### src/rtl/id_ex_stage.sv
// ID/EX pipeline register feeding the 64-bit ALU: ALU-control decode, write-back bypass,
// stall/flush handling and optional output-side operand forwarding (macro FORWARD_EN).
module id_ex_stage #(
  parameter int unsigned W  = 64,
  parameter int unsigned RW = 5
) (
  input  logic          clk,
  input  logic          rst,
  input  logic          stall,
  input  logic          flush,
  input  logic          id_valid,
  input  logic [W-1:0]  id_rdata1,
  input  logic [W-1:0]  id_rdata2,
  input  logic [W-1:0]  id_imm,
  input  logic [RW-1:0] id_rn,
  input  logic [RW-1:0] id_rm,
  input  logic [RW-1:0] id_rd,
  input  logic [1:0]    id_aluop,
  input  logic [10:0]   id_opcode,
  input  logic          id_alusrc,
  input  logic          id_regwrite,
  input  logic          id_memread,
  input  logic          id_memwrite,
  input  logic          id_branch,
  input  logic          exmem_regwrite,
  input  logic [RW-1:0] exmem_rd,
  input  logic [W-1:0]  exmem_result,
  input  logic          memwb_regwrite,
  input  logic [RW-1:0] memwb_rd,
  input  logic [W-1:0]  memwb_result,
  output logic          ex_valid,
  output logic [W-1:0]  ex_input1,
  output logic [W-1:0]  ex_input2,
  output logic [3:0]    ex_aluopt,
  output logic [W-1:0]  ex_store_data,
  output logic [RW-1:0] ex_rd,
  output logic          ex_regwrite,
  output logic          ex_memread,
  output logic          ex_memwrite,
  output logic          ex_branch,
  output logic          ex_illegal
);

  localparam logic [RW-1:0] XZR    = RW'(31);
  localparam logic [10:0]   OP_ADD = 11'b10001011000;
  localparam logic [10:0]   OP_SUB = 11'b11001011000;
  localparam logic [10:0]   OP_AND = 11'b10001010000;
  localparam logic [10:0]   OP_ORR = 11'b10101010000;

  typedef struct packed {
    logic          valid;
    logic [W-1:0]  rdata1;
    logic [W-1:0]  rdata2;
    logic [W-1:0]  imm;
    logic [RW-1:0] rn;
    logic [RW-1:0] rm;
    logic [RW-1:0] rd;
    logic [3:0]    aluopt;
    logic          alusrc;
    logic          regwrite;
    logic          memread;
    logic          memwrite;
    logic          branch;
    logic          illegal;
  } stage_t;

  stage_t     stage_q, stage_d;
  logic [3:0] aluopt_dec;
  logic       illegal_dec;
  logic       byp_rn, byp_rm;
  logic       ctl_ok;

  // ALU control: main-decoder ALUOp refined by the R-type opcode
  always_comb begin
    aluopt_dec  = 4'b0001;
    illegal_dec = 1'b0;
    unique case (id_aluop)
      2'b00: aluopt_dec = 4'b0010;
      2'b01: aluopt_dec = 4'b0111;
      2'b10: begin
        unique case (id_opcode)
          OP_ADD:  aluopt_dec = 4'b0010;
          OP_SUB:  aluopt_dec = 4'b0110;
          OP_AND:  aluopt_dec = 4'b0000;
          OP_ORR:  aluopt_dec = 4'b0001;
          default: illegal_dec = 1'b1;
        endcase
      end
      default: illegal_dec = 1'b1;
    endcase
  end

  // Write-back bypass covers the register-file write/read collision in the same cycle
  always_comb begin
    byp_rn = memwb_regwrite && (memwb_rd == id_rn) && (id_rn != XZR);
    byp_rm = memwb_regwrite && (memwb_rd == id_rm) && (id_rm != XZR);
    ctl_ok = id_valid && !illegal_dec;
  end

  always_comb begin
    stage_d = stage_q;
    if (flush) begin
      stage_d = '0;
    end else if (!stall) begin
      stage_d.valid    = id_valid;
      stage_d.rdata1   = byp_rn ? memwb_result : id_rdata1;
      stage_d.rdata2   = byp_rm ? memwb_result : id_rdata2;
      stage_d.imm      = id_imm;
      stage_d.rn       = id_rn;
      stage_d.rm       = id_rm;
      stage_d.rd       = id_rd;
      stage_d.aluopt   = id_valid ? aluopt_dec : 4'b0000;
      stage_d.alusrc   = id_valid & id_alusrc;
      stage_d.regwrite = ctl_ok & id_regwrite;
      stage_d.memread  = ctl_ok & id_memread;
      stage_d.memwrite = ctl_ok & id_memwrite;
      stage_d.branch   = id_valid & id_branch;
      stage_d.illegal  = id_valid & illegal_dec;
    end
  end

  always_ff @(posedge clk) begin
    if (rst) stage_q <= '0;
    else     stage_q <= stage_d;
  end

  logic [W-1:0] fwd_rn, fwd_rm;

`ifdef FORWARD_EN
  // EX/MEM is the younger result, so it wins over MEM/WB
  always_comb begin
    fwd_rn = stage_q.rdata1;
    if (exmem_regwrite && (exmem_rd == stage_q.rn) && (stage_q.rn != XZR))
      fwd_rn = exmem_result;
    else if (memwb_regwrite && (memwb_rd == stage_q.rn) && (stage_q.rn != XZR))
      fwd_rn = memwb_result;

    fwd_rm = stage_q.rdata2;
    if (exmem_regwrite && (exmem_rd == stage_q.rm) && (stage_q.rm != XZR))
      fwd_rm = exmem_result;
    else if (memwb_regwrite && (memwb_rd == stage_q.rm) && (stage_q.rm != XZR))
      fwd_rm = memwb_result;
  end
`else
  logic unused_fwd;
  assign unused_fwd = ^{exmem_regwrite, exmem_rd, exmem_result, stage_q.rn, stage_q.rm};

  always_comb begin
    fwd_rn = stage_q.rdata1;
    fwd_rm = stage_q.rdata2;
  end
`endif

  assign ex_valid      = stage_q.valid;
  assign ex_input2     = fwd_rn;
  assign ex_input1     = stage_q.alusrc ? stage_q.imm : fwd_rm;
  assign ex_store_data = fwd_rm;
  assign ex_aluopt     = stage_q.aluopt;
  assign ex_rd         = stage_q.rd;
  assign ex_regwrite   = stage_q.regwrite;
  assign ex_memread    = stage_q.memread;
  assign ex_memwrite   = stage_q.memwrite;
  assign ex_branch     = stage_q.branch;
  assign ex_illegal    = stage_q.illegal;

endmodule

### config.mk
export PLATFORM = sky130hd
export DESIGN_NAME = id_ex_stage
export DESIGN_NICKNAME = d
export VERILOG_FILES = /design/src/rtl/id_ex_stage.sv
export SDC_FILE = /design/constraint.sdc
export NUM_CORES = 1
export LEC_CHECK = 0
export CORE_AREA = 4 4 220 222
export CTS_CLUSTER_SIZE = 28
export DETAILED_ROUTE_END_ITERATION = 12
export DIE_AREA = 0 0 224 226
export PLACE_DENSITY = 0.66
export RECOVER_POWER = 100
export SETUP_SLACK_MARGIN = 0.02
export SLEW_MARGIN = 20
export SYNTH_ARGS = -nofsm -noshare
export SYNTH_HDL_FRONTEND = slang
export SYNTH_SLANG_ARGS = --single-unit
### constraint.sdc
create_clock -name clk -period 1.66 [get_ports clk]
set_input_delay 0.498 -clock clk [delete_from_list [all_inputs] [get_ports clk]]
set_output_delay 0.498 -clock clk [all_outputs]
set_load 0.005 [all_outputs]
After elaboration in Yosys (flattened, before gate mapping)
Cells that the tools add are included.
{"block": "word_totals", "regBits": 208, "input_bits": 370, "output_inout_bits": 207}
{"block": "op_classes", "n_eq_ne": 10, "muxes": 8, "bitwise_logic": 6, "reduce_logical": 10}
{"cell": "64-bit two-way mux", "count": 3}
{"cell": "11-bit == test (second input constant)", "count": 4}
{"cell": "3-bit one-hot mux with 3 select lines", "count": 2}
{"cell": "5-bit == test", "count": 2}
{"cell": "5-bit inequality test (second input constant)", "count": 2}
{"cell": "1-bit bitwise AND", "count": 6}
{"cell": "1-bit logical AND", "count": 5}
{"cell": "4-bit two-way mux", "count": 1}
{"cell": "2-bit OR reduction", "count": 2}
{"cell": "4-bit OR reduction", "count": 1}
{"cell": "2-bit by 1-bit == test with 1-bit output (second input constant)", "count": 1}
{"cell": "2-bit == test (second input constant)", "count": 1}
{"cell": "2-bit zero test", "count": 1}
{"cell": "1-bit one-hot mux with 2 select lines", "count": 1}
{"cell": "1-bit zero test", "count": 1}
{"cell": "1-bit two-way mux", "count": 1}

Depth between registers and ports, before layout
{"block": "logic_depth", "word_depth": 7, "mapped_depth": 6}

Least setup slack after synthesis
OpenSTA, ideal clock, no wires.
{"block": "synth_timing", "path_kind": "register to output", "startpoint": "register stage_q[5] (netlist name)", "endpoint": "output port ex_input1[50]", "arrival_ps": 1157, "path_slack_ps": 5, "path_stages_with_launch": 6, "n_path_buf": 3, "path_cell_list": "dfxtp_1 -> buf_2 -> clkbuf_1 -> clkbuf_1 -> nand2_1 -> o21ai_0"}
{"block": "synth_via", "elab_chain_len": 1}
{"item": "start: declaration", "line_no": "67", "source": "stage_t stage_q, stage_d;"}
{"item": "start signal: assignment", "line_no": "124", "source": "else stage_q <= stage_d;"}
{"item": "64-bit two-way mux", "line_no": "156", "source": "assign ex_input1 = stage_q.alusrc ? stage_q.imm : fwd_rm;"}
{"item": "end: declaration", "line_no": "32", "source": "output logic [W-1:0] ex_input1,"}
Every way passes these cells.

Final worst setup path
{"block": "layout_timing", "startpoint": "register stage_q[5] (netlist name)", "endpoint": "output port ex_input1[30]"}
Same word-level chain as after synthesis.

==> impl_results.md <==
- RSZ-0062 raised after global routing: yes
- Final core occ: 0.458
- Worst Hold Depth: 4
- Clock Power Share: 0.364
- Violated checks: negative setup slack
- Ranking of synthesized cells by area: dfxtp_1, a221oi_2, buf_4
- Simple-Gate Fraction of Synth Area: 0.107
- Placed cell areas: 18700 µm²
- Final setup fails: 229
- Initial antenna violation count: 7
- Critical Path Fanout Max: 7
- XOR/XNOR Fraction of Synth Area: 0.00524
- Max cap viols: 0
- Clk slew on worst S/H paths: around 0.060 ns
- Share of layout cells above drive strength 1: 0.347
- RR Endpoint: stage_q[5]$_SDFFE_PP0N_
- Total chip power: 15.1 mW
- Layout Nets: around 2400
- 1st-iter DRT viols: 1159
- Tcrit/Tclk final: 1.35
- Clk_lat worst skew: between 0.5 and 0.6 ns
- Root Driver: clkbuf_16
- Mapped Area: 13400 µm²
- Slowest CP cell: dfxtp_4
- CTS tree: built
- Detailed Place HPWL: 40.1 mm
- CP Cell Sequence: buf_12 -> buf_6 -> buf_6 -> nand2_2 -> o21ai_1 -> buf_4 -> buf_6
- Syn_nets: between 1500 and 2000
- Sequential share of the synthesized area: 0.310
- P_sw: about 4.7 mW
- Max IR drop VDD: 0.000673 V
- Final instance area: 21200 µm²
- Die height: ~230 µm
- Final Critical Period: 2.25 ns
- Least-Margin Pin Slew: 0.781 ns
- Pre-Repair DR Iteration Count: 5
- Clock Tree Buf Depth: 3
- Final Skew: 0 ns
- HP Class: input port to register
- Post-synthesis compound-gate area fraction: 0.316
- Pwr per Cell Area: slightly above 700 nW/µm²
- Core area: 46400 µm²
- First-pass GRT wire length: 88.2 mm
- Adder-cell share of the synthesized area: 0
- Fmax: around 0.44 GHz
- Comb power frac: 0.285
- Row cnt: 79
- Yosys top cell area share: 0.310
- Detail Route Antenna Nets: 0
- TritonCTS Sinks: just over 200
- Largest family of logic cells by synthesized area: compound AO/OA/AOI/OAI gates
- Die Area: ~51000 µm²
- Mux contribution to synthesized area: 0.0516
- Initial core utilization: 0.289
- Area Overhead vs Synth: 58.6%
- Crit Path Class: register to output port
- P_leak: just under 9 nW
- Vias: 14100
- Crit path buf inv count: 5
- Total GRT Usage: 0.225
- Placed instance count: 2515
- Post-synthesis cell count: 1541
- Worst endpoint data arrival time: 1.75 ns
- Yosys cell types: 45
- Wire length per cell: 24.1 µm
- Vias in the first global route: ~14000
- Yosys top cell by area: dfxtp_1
- CTS Buf Count: 25
- Max-slew violation count: 0
- GR Overflow Total: 0
- Worst Hold Path EP: ex_aluopt[1]$_SDFFE_PP0N_
- Switching portion of total power: 0.308
- Synth warnings: 0
- Worst rel slew slack: 0.479
- Final Wtd Congestion: 0.873
- Slowest cell delay on critical path: 0.47 ns
- Io pins: 577
- FF+latch count, synth: 207
- Vias per cell: 5.34
- Outcome: complete, but fails checks
- FFs w/ async S/R, synth: 0
- Most frequent cell after synthesis: dfxtp_1
- Reg2Reg Launch Point: stage_q[5]$_SDFFE_PP0N_
- Synth Flop Type: dfxtp_1
- Critical Path RT: approximately 1.2 ns
- # H-tree levels: 1
- Commonest cells post-synth: dfxtp_1, nor2_1, buf_4
- Cell internal pwr: roughly 10 mW
- Fin. Hold Viols: 0
- R2R setup slack: 0.56 ns
- Maximum number of pins on one net before global-route repair: 41
- Die Width: 224 µm
- Worst Min Path Start: stall
- Post-route setup slack: -0.588 ns
- Worst reg2reg path depth: 4
- Total detailed-routing wirelength: 63.6 mm
- Final cell count without fillers: 2635
- Mapped Avg Cell Area: 8.68 µm²
- Most used cell, CP: buf_6
- Port Buffer Count: 505
- Post-synth EDFFs: 0
- Largest delay share family, worst path: buffers and inverters
- Startpoint Class: register
- Residual DRC count: 0
- Reg power frac: 0.351
- Hold-fix buffers, CTS: 0
- Worst Setup SP: stage_q[5]$_SDFFE_PP0N_
- Nature of the critical path endpoint: output port
## cells in the final DEF (no fill, tap or decap), drive strengths merged, types with 69 or more instances in the layout
cell type,Yosys,layout
buf,231,295
clkdlybuf4s50,0,282
dfxtp,207,207
nor2,200,200
nand2,139,139
inv,129,129
a31oi,129,129
a221oi,128,128
o31ai,128,128
clkdlybuf4s15,0,85
clkbuf,65,77
mux2i,69,69
## power by group through the flow
stage | clock (mW) | sequential [mW] | combinational, mW
6_report | 5.50 | 5.30 | 4.30
5_1_grt | 5.76 | 5.32 | 4.53
4_1_cts | 5.57 | 5.29 | 4.07
3_5_place_dp | 0 | 5.38 | 3.73
3_3_place_gp | 0 | 5.38 | 3.69
2_1_floorplan | 0 | 5.35 | 1.97
## state kept, by name, summed over array words and instances, names as in the netlist
name / flops
stage_q: 65
ex_input2: 64
ex_store_data: 64
ex_rd: 5
ex_aluopt: 3
ex_branch: 1
ex_illegal: 1
ex_memread: 1
ex_memwrite: 1
ex_regwrite: 1
ex_valid: 1
## how the worst max path moves through the flow
stage,end,slack (ns),cells past startpoint
after floorplan,ex_store_data[37]$_SDFFE_PP0N_,0.03,6
after global placement,ex_input2[41]$_SDFFE_PP0N_,-0.67,7
after detailed placement,ex_store_data[39]$_SDFFE_PP0N_,-0.71,7
after CTS,ex_input1[30],-0.57,7
after global routing,ex_input1[30],-0.61,7
final,ex_input1[30],-0.59,7
## final cells by class
class / instances / area (µm²)
timing repair buffer: 740 / 7620
tap: 607 / 759
multi-input combinational: 906 / 7380
clock buffer: 37 / 731
fill: 4368 / 25100
clock inverter: 8 / 68.8
antenna: 1 / 2.50
sequential: 207 / 4170
inverter: 129 / 484
## routing by layer
| metal | up-vias | GRT usage | wire (µm) |
|---|---|---|---|
| li1 | 6299 | - | - |
| met5 | - | 0 | 61 |
| met1 | 6887 | 0.287 | 25900 |
| met2 | 745 | 0.383 | 30500 |
| met3 | 137 | 0.0458 | 5080 |
| met4 | 12 | 0.0724 | 2050 |
## worst min-delay path: stages
cell and delay (ns):
buf_8 0.14, nor2b_1 0.10, a21oi_1 0.12, a311oi_1 0.06
## what timing repair did
item | 4_1_cts | 5_1_grt
pin swaps | 15 | 29
gates cloned | 23 | 7
setup buffers | 39 | 14
resized for setup | 826 | 181
setup endpoints to repair | 329 | 236
## logic make-up (layout without fill, tap and decap cells)
family          Yosys count  in the layout
compound gates          468            468
buf+inv                 428            914
simple gates            360            360
flops                   207            207
mux                      69             69
xor+xnor                  8              8
other cells               1              2
## stage by stage
step	setup WS (ns)	TNS, ns	hold slack, ns
3_3_place_gp	-0.673	-94.10	0.452
4_1_cts	-0.572	-30.57	0.407
5_1_grt	-0.612	-50.75	0.472
6_report	-0.588	-39.59	0.431
2_1_floorplan	0.0283	0	0.446
3_5_place_dp	-0.709	-97.39	0.456
Power figures use the tool's default switching activity.
